[src/rtl/mem_port_arbiter_pkg.sv]
// Shared pipeline definitions for the instruction/data memory-port arbiter:
// data width, starvation-limit default, FSM and owner encodings.
package mem_port_arbiter_pkg;

    localparam int unsigned XLEN               = 32;
    localparam int unsigned StarveLimitDefault = 4;

    typedef enum logic [1:0] {
        StIdle = 2'd0,
        StBusy = 2'd1,
        StResp = 2'd2
    } arb_state_e;

    typedef enum logic {
        OwnFetch = 1'b0,
        OwnData  = 1'b1
    } owner_e;

    // Everything latched at grant time; the bus is driven only from this.
    typedef struct packed {
        owner_e          owner;
        logic            we;
        logic [XLEN-1:0] addr;
        logic [XLEN-1:0] wdata;
        logic [3:0]      wstrb;
    } bus_txn_t;

    // Counter width able to hold 0..limit (never narrower than one bit).
    function automatic int unsigned cnt_width(input int unsigned limit);
        return (limit < 1) ? 1 : $clog2(limit + 1);
    endfunction

endpackage

[src/rtl/mem_port_arbiter.sv]
// Arbitrates the fetch and memory stages onto one shared memory bus.
// Data requests win unless fetch has waited through STARVE_LIMIT data grants.
module mem_port_arbiter
    import mem_port_arbiter_pkg::*;
#(
    parameter int unsigned STARVE_LIMIT = StarveLimitDefault
) (
    input  logic            clk,
    input  logic            rst,
    input  logic            if_req,
    input  logic [XLEN-1:0] if_addr,
    output logic [XLEN-1:0] if_rdata,
    output logic            if_valid,
    input  logic            dm_req,
    input  logic            dm_we,
    input  logic [XLEN-1:0] dm_addr,
    input  logic [XLEN-1:0] dm_wdata,
    input  logic [3:0]      dm_wstrb,
    output logic [XLEN-1:0] dm_rdata,
    output logic            dm_done,
    output logic            stall_f,
    output logic            stall_m,
    output logic            bus_req,
    output logic            bus_we,
    output logic [XLEN-1:0] bus_addr,
    output logic [XLEN-1:0] bus_wdata,
    output logic [3:0]      bus_wstrb,
    input  logic [XLEN-1:0] bus_rdata,
    input  logic            bus_ack
);

    localparam int unsigned    CntW   = cnt_width(STARVE_LIMIT);
    localparam logic [CntW-1:0] CntMax = CntW'(STARVE_LIMIT);

    arb_state_e      state_q, state_d;
    bus_txn_t        txn_q, txn_d;
    logic            bus_req_q, bus_req_d;
    logic [XLEN-1:0] if_rdata_q, if_rdata_d;
    logic [XLEN-1:0] dm_rdata_q, dm_rdata_d;
    logic            if_valid_q, if_valid_d;
    logic            dm_done_q, dm_done_d;
    logic [CntW-1:0] starve_q, starve_d;

    logic fetch_starved;
    logic grant_data;
    logic grant_fetch;

    // Grant decode; only meaningful while idle.
    always_comb begin
        fetch_starved = if_req && (starve_q == CntMax);
        grant_data    = (state_q == StIdle) && dm_req && !fetch_starved;
        grant_fetch   = (state_q == StIdle) && if_req && !grant_data;
    end

    // Next-state, transaction latch, read-data capture and completion pulses.
    always_comb begin
        state_d    = state_q;
        txn_d      = txn_q;
        bus_req_d  = bus_req_q;
        if_rdata_d = if_rdata_q;
        dm_rdata_d = dm_rdata_q;
        if_valid_d = 1'b0;
        dm_done_d  = 1'b0;
        starve_d   = starve_q;

        unique case (state_q)
            StIdle: begin
                if (grant_data) begin
                    txn_d.owner = OwnData;
                    txn_d.we    = dm_we;
                    txn_d.addr  = dm_addr;
                    txn_d.wdata = dm_we ? dm_wdata : '0;
                    txn_d.wstrb = dm_we ? dm_wstrb : 4'b0000;
                    state_d     = StBusy;
                    bus_req_d   = 1'b1;
                    if (!if_req) begin
                        starve_d = '0;
                    end else if (starve_q != CntMax) begin
                        starve_d = starve_q + 1'b1;
                    end
                end else if (grant_fetch) begin
                    txn_d.owner = OwnFetch;
                    txn_d.we    = 1'b0;
                    txn_d.addr  = if_addr;
                    txn_d.wdata = '0;
                    txn_d.wstrb = 4'b0000;
                    state_d     = StBusy;
                    bus_req_d   = 1'b1;
                    starve_d    = '0;
                end else if (!if_req) begin
                    starve_d = '0;
                end
            end
            StBusy: begin
                if (bus_ack) begin
                    state_d   = StResp;
                    bus_req_d = 1'b0;
                    if (txn_q.owner == OwnFetch) begin
                        if_rdata_d = bus_rdata;
                        if_valid_d = 1'b1;
                    end else begin
                        dm_done_d = 1'b1;
                        // Stores leave the last load result intact.
                        if (!txn_q.we) begin
                            dm_rdata_d = bus_rdata;
                        end
                    end
                end
            end
            StResp: begin
                state_d = StIdle;
            end
            default: begin
                state_d   = StIdle;
                bus_req_d = 1'b0;
            end
        endcase
    end

    // State registers with synchronous reset; reset abandons any transaction.
    always_ff @(posedge clk) begin
        if (rst) begin
            state_q    <= StIdle;
            txn_q      <= '0;
            bus_req_q  <= 1'b0;
            if_rdata_q <= '0;
            dm_rdata_q <= '0;
            if_valid_q <= 1'b0;
            dm_done_q  <= 1'b0;
            starve_q   <= '0;
        end else begin
            state_q    <= state_d;
            txn_q      <= txn_d;
            bus_req_q  <= bus_req_d;
            if_rdata_q <= if_rdata_d;
            dm_rdata_q <= dm_rdata_d;
            if_valid_q <= if_valid_d;
            dm_done_q  <= dm_done_d;
            starve_q   <= starve_d;
        end
    end

    // Outputs come straight from registers; stalls combine live requests.
    always_comb begin
        bus_req   = bus_req_q;
        bus_we    = txn_q.we;
        bus_addr  = txn_q.addr;
        bus_wdata = txn_q.wdata;
        bus_wstrb = txn_q.wstrb;
        if_rdata  = if_rdata_q;
        dm_rdata  = dm_rdata_q;
        if_valid  = if_valid_q;
        dm_done   = dm_done_q;
        stall_f   = if_req & ~if_valid_q;
        stall_m   = dm_req & ~dm_done_q;
    end

endmodule

[config.mk]
export PLATFORM = sky130hd
export DESIGN_NAME = mem_port_arbiter
export DESIGN_NICKNAME = d
export VERILOG_FILES = /design/src/rtl/mem_port_arbiter_pkg.sv /design/src/rtl/mem_port_arbiter.sv
export SDC_FILE = /design/constraint.sdc
export NUM_CORES = 1
export LEC_CHECK = 0
export CAP_MARGIN = 20
export CORE_ASPECT_RATIO = 1.1
export CORE_UTILIZATION = 46
export CTS_CLUSTER_DIAMETER = 100
export CTS_CLUSTER_SIZE = 16
export DETAILED_ROUTE_END_ITERATION = 12
export PLACE_DENSITY = 0.87
export RECOVER_POWER = 25
export SYNTH_ARGS = -nofsm -noshare
export SYNTH_HDL_FRONTEND = slang
export SYNTH_SLANG_ARGS = --single-unit
[constraint.sdc]
create_clock -name clk -period 3.1 [get_ports clk]
set_input_delay 0.775 -clock clk [delete_from_list [all_inputs] [get_ports clk]]
set_output_delay 0.775 -clock clk [all_outputs]
set_load 0.005 [all_outputs]
==> qor.txt, run 1 <==
Bufs and invs on worst path - 2
DP Cell Count - 1072
Final hold vios - 0
Detail Route Antenna Nets - 0
Status - complete, but fails checks
Drt total wl - 19600 µm
Main synth FF type - dfxtp_1
Synth cell count leaders - dfxtp_1 (142), a21oi_1 (138), o21ai_0 (90)
Top-count cell post-synth - dfxtp_1
P per Cell Area - 525 nW/µm²
Peak Freq - 357 MHz
Skew-Pair Late Insertion Delay - 0.42 ns
Die Area - 14100 µm²
RePlAce Congestion - 0.795
First-pass GRT wire length - 30900 µm
Initial DRC count - 552
Hold_sp - if_rdata[14]$_SDFFE_PP0P_
Worst Setup Path Type - in2out
Peak supply drop - 0.349 mV
Fin Setup TNS - 0 ns
Post-synth top area share - 45.5%
Core footprint - 13200 µm²
Count of cell types in the netlist - 30
Mean number of vias per cell - 5.73
Post-synth EDFFs - 0
Total CTS buffers - 17
Crit. End Element - primary output
Worst Hold Endpoint - if_rdata[14]$_SDFFE_PP0P_
MaxCap Viol Count - 1
Critical R2R Launch - state_q[1]$_SDFFE_PP0P_
Unrepaired setup endpoints after global routing - false
Yosys warnings - 0
Clock-pin slew of the registers on the worst-case setup and hold paths - 0.06 ns
CTS root buf - clkbuf_16
Worst Setup Start Kind - primary input
Initial core utilization - 47.3%
CP cell instances - dlygate4sd3_1 > nor2b_1 > clkdlybuf4s50_1
DP Wirelength - 12600 µm
Total track usage - 27.6%
Die extent in x - 113 µm
Nets - 1071
Mean Syn Cell Area - 8.13 µm²
R2R Path End - if_rdata[27]$_SDFFE_PP0P_
Worst Hold Depth - 2
Total gr overflow - 0
H-tree depth - 4
Clk_skew - 0.00704 ns
Yosys top cell by area - dfxtp_1
Routed len/inst - 17.8 µm
Worst Max-Slew Pin Slew - 1.61 ns
Seq cells post-synth - 142
Largest cells by area after synthesis - dfxtp_1 (45%), a21oi_1 (11%), buf_4 (8.4%)
IO Pins - 276
Post-Synthesis Net Count - 909
Worst EP arrival - 2.03 ns
Asr flop ratio synth - 0%
Sink Count - 142
Port bufs - 275
Period minus WS final - 2.80 ns
Layout cell share with drive strength beyond 1 - 5.93%
Row count - 44
Worst reg-to-reg setup slack - 0.69 ns
Data required time at the worst endpoint - 2.32 ns
Max transition margin - -7.16%
Final Cycle Share - 90.4%
Syn Inst Count - 769
Setup-failing EPs final - 0
Leak pwr - 3.07 nW
Setup bufs post-CTS - 0
Hold WC Path Type - reg2reg
Vias in the first global route - 6146
Critical Path Slowest Stage Cell - dlygate4sd3_1
Max Transition Viols Final - 34
Largest net degree at the start of global routing - 71
Seq/Total Area, Yosys - 45.5%
Die H - 124 µm
Syn Std Cell Area - 6250 µm²
Cell Count, Final, Fillers Out - 1105
R2R depth - 4
Failing checks - capacitance limit, slew limit
CTS tree - done
Drt pass-1 iters - 5
Cts hold-fix bufs - 0
Post-CTS sizing - 0
Ant. Diodes - 0
Via count - 6333
Slowest stage delay, CP - 0.61 ns
Top Family by Delay on Critical Path - buffers and inverters
DRC - 0
Area delta synth->final - 45.3%
Crit-path max FO - 2
Clock Path Buffers - 2
Antenna violations before repair - 0
==> layout by cell type (no fill, tap or decap), types with 13 or more instances in the layout <==
| master | instances |
|---|---|
| a311oi_1 | 32 |
| clkdlybuf4s50_1 | 272 |
| clkbuf_16 | 17 |
| o21ai_1 | 14 |
| nand4_1 | 36 |
| buf_4 | 13 |
| o21ai_0 | 90 |
| a21oi_1 | 138 |
| nand3_1 | 66 |
| dfxtp_1 | 142 |
| nand2_1 | 69 |
==> state kept, by name, indices dropped and copies added, names as in the netlist, 2 cells and up <==
signal / count
if_rdata: 32
dm_rdata: 32
bus_wdata: 32
state_q: 2
bus_wstrb: 4
starve_q: 3
bus_addr: 32
==> logic make-up after synthesis <==
group	synth area share [%]
compound gates	24.0
buf+inv	14.3
simple gates	15.9
fa+ha+maj	0.400
flops	45.5
==> where the power goes <==
part           internal, mW  leakage, nW  switching [mW]
sequential             1.93         1.16          0.0570
combinational         0.431         1.63           0.370
clock                  1.19        0.281           0.792
==> tightest hold or removal path: stages, from the launching register on <==
cell and delay, ns:
dfxtp_1 0.30, nand2_1 0.05, a21oi_1 0.05
==> worst max-delay path by stage <==
stage | startpoint | to | cells past startpoint
floorplan | dm_req | bus_addr[2]$_SDFFE_PP0P_ | 4
global placement | if_req | stall_f | 4
detailed placement | if_req | stall_f | 4
CTS | if_req | stall_f | 4
global route | dm_req | bus_addr[6]$_SDFFE_PP0P_ | 6
finish | dm_req | stall_m | 3
==> routing by layer <==
metal  global-route usage (%)  routed length, µm  up-vias
met2                     45.6               9510      310
li1                         -                  -     2998
met5                        0                  0        -
met1                     31.5               7720     2979
met4                     12.8                646        0
met3                     10.1               1760       46
==> final cells by class <==
class                   instances  area [µm²]
clock inverters                13         140
flip-flops and latches        142        2840
inverters                       3        11.3
clock buffers                  19         433
multi-input cells             473        2530
well taps                     161         201
fillers                      1026        4130
repair buffers                294        2920
==> metrics by stage <==
stage          hold slack (ns)  instance area, µm²  utilization [%]  worst slack, ns  total power, mW
2_1_floorplan            0.449                6250                -             1.36             2.44
3_3_place_gp             0.440                8520             64.5            0.387             2.81
3_5_place_dp             0.446                8520             64.5            0.365             2.82
4_1_cts                  0.455                9100             68.9            0.352             4.80
5_1_grt                  0.470                9080             68.7            0.198             4.95
6_report                 0.453                9080             68.7            0.297             4.76
Note: power is estimated with default switching activity, not from simulation.
==> inputs of run 2 (changes only) <==
--- a/config.mk
+++ b/config.mk
@@ -7,12 +7,13 @@
 export LEC_CHECK = 0
 export CAP_MARGIN = 20
 export CORE_ASPECT_RATIO = 1.1
-export CORE_UTILIZATION = 46
+export CORE_UTILIZATION = 42
 export CTS_CLUSTER_DIAMETER = 100
 export CTS_CLUSTER_SIZE = 16
 export DETAILED_ROUTE_END_ITERATION = 12
-export PLACE_DENSITY = 0.87
+export PLACE_DENSITY = 0.8
 export RECOVER_POWER = 25
+export SETUP_SLACK_MARGIN = 0.2
 export SYNTH_ARGS = -nofsm -noshare
 export SYNTH_HDL_FRONTEND = slang
 export SYNTH_SLANG_ARGS = --single-unit
==> constraint.sdc (replaced) <==
create_clock -name clk -period 2.94 [get_ports clk]
set_input_delay 0.735 -clock clk [delete_from_list [all_inputs] [get_ports clk]]
set_output_delay 0.735 -clock clk [all_outputs]
set_load 0.005 [all_outputs]
==> run 2 against run 1 <==
Against the previous run: the flow finishes with violations (capacitance limit); global-route usage shrank 2.4 points; flip-flop and latch count stayed put; register-to-register slack worse by 0.06 ns; routed wire length down 0.37%; critical path depth stayed put; design area increased by 1.2%; critical endpoint unchanged; highest routed layer unchanged.
==> qor.txt, run 2 (synthesis gave the netlist of run 1 again) <==
Largest net degree at the start of global routing - 71
Overall power - 5.16 mW
RePlAce Congestion - 0.777
Most common cell after layout, fill and taps aside - clkdlybuf4s50_1
MaxCap Viol Count - 1
Worst Setup Path Type - in2out
Total track usage - 25.1%
Unrepaired setup endpoints after global routing - false
Vias in the first global route - 5975
DP Cell Count - 1105
Skew-Pair Late Insertion Delay - 0.42 ns
Critical R2R Launch - state_q[1]$_SDFFE_PP0P_
R2R depth - 4
Mean number of vias per cell - 5.50
Fin Setup TNS - 0 ns
Drt pass-1 iters - 5
Hold WC Path Type - reg2reg
Final Cycle Share - 91.3%
DRC - 0
Worst Hold Depth - 2
Peak Freq - 373 MHz
Failing checks - capacitance limit
Clk_skew - 0.00678 ns
Worst Max-Slew Pin Slew - 1.50 ns
Setup-failing EPs final - 0
Finished Core Util - 63.3%
Port bufs - 275
Max Transition Viols Final - 0
Detail Route Antenna Nets - 0
DP Wirelength - 12500 µm
Die H - 130 µm
Total gr overflow - 0
IO Pins - 276
Crit. End Element - primary output
Nets - 1073
R2R Path End - if_rdata[16]$_SDFFE_PP0P_
Total CTS buffers - 17
Leak pwr - 3.10 nW
Final hold vios - 0
Area of the multi-input gates - 2550 µm²
Cts hold-fix bufs - 0
Worst EP arrival - 1.95 ns
Data required time at the worst endpoint - 2.20 ns
Die extent in x - 118 µm
Row count - 46
Via count - 6265
Initial DRC count - 571
Post-route setup slack - 0.256 ns
Fill count - 1223
Period minus WS final - 2.68 ns
Die Area - 15400 µm²
Drt total wl - 19600 µm
Status - complete, but fails checks
Antenna violations before repair - 2
Post-CTS sizing - 0
Layout cell share with drive strength beyond 1 - 6.24%
First-pass GRT wire length - 30600 µm
Final hold slack - 0.453 ns
Post-placement cell area - 8580 µm²
Max transition margin - 0.271%
Core footprint - 14500 µm²
Setup crit start - dm_req
Clock Path Buffers - 2
Critical Path End - stall_m
Routed len/inst - 17.2 µm
Peak supply drop - 0.330 mV
Area delta synth->final - 46.9%
Crit-path max FO - 2
Dpl ws - 0.299 ns
Clock-pin slew of the registers on the worst-case setup and hold paths - 0.06 ns
Final instance area - 9180 µm²
P per Cell Area - 562 nW/µm²
Commonest cells after routing, fill and taps aside - clkdlybuf4s50_1 (272), dfxtp_1 (142), a21oi_1 (138)
Worst Setup Start Kind - primary input
Sequential Area - 2840 µm²
H-tree depth - 4
Cell Count, Final, Fillers Out - 1140
Sink Count - 142
Initial core utilization - 43.1%
CTS tree - done
CTS root buf - clkbuf_16
Setup bufs post-CTS - 0
Worst reg-to-reg setup slack - 0.63 ns
[run 2: area by class of cell]
cell class / count / share of cell area [%]
Sequential cell: 142 / 31.0
Antenna cell: 2 / 0.0545
Clock buffer: 18 / 4.67
Inverter: 3 / 0.123
Tap cell: 192 / 2.62
Multi-Input combinational cell: 473 / 27.7
Timing Repair Buffer: 296 / 31.9
Clock inverter: 14 / 1.96
[run 2: worst min path at each step]
stage	startpoint	to	slack [ns]
2_1_floorplan	starve_q[0]$_SDFFE_PP0P_	starve_q[0]$_SDFFE_PP0P_	0.45
3_3_place_gp	if_rdata[23]$_SDFFE_PP0P_	if_rdata[23]$_SDFFE_PP0P_	0.44
3_5_place_dp	if_rdata[21]$_SDFFE_PP0P_	if_rdata[21]$_SDFFE_PP0P_	0.45
4_1_cts	if_rdata[3]$_SDFFE_PP0P_	if_rdata[3]$_SDFFE_PP0P_	0.45
5_1_grt	if_rdata[3]$_SDFFE_PP0P_	if_rdata[3]$_SDFFE_PP0P_	0.47
6_report	if_rdata[3]$_SDFFE_PP0P_	if_rdata[3]$_SDFFE_PP0P_	0.45
[run 2: where the power goes]
part	leakage (nW)	switching (mW)	internal, mW
Clock	0.298	0.871	1.35
Sequential	1.16	0.0620	2.03
Combinational	1.65	0.390	0.457
[run 2: worst max-delay path, cell delays in order]
cell and delay [ns]:
dlygate4sd3_1 0.54, nor2b_1 0.13, clkdlybuf4s50_1 0.55
[run 2: metal layers]
layer | vias to the layer above | global-route usage [%] | routed length, µm
met1 | 2956 | 28.8 | 7710
met4 | 0 | 11.6 | 496
li1 | 3009 | - | -
met5 | - | 0 | 0
met2 | 264 | 41.8 | 9540
met3 | 36 | 9.53 | 1820
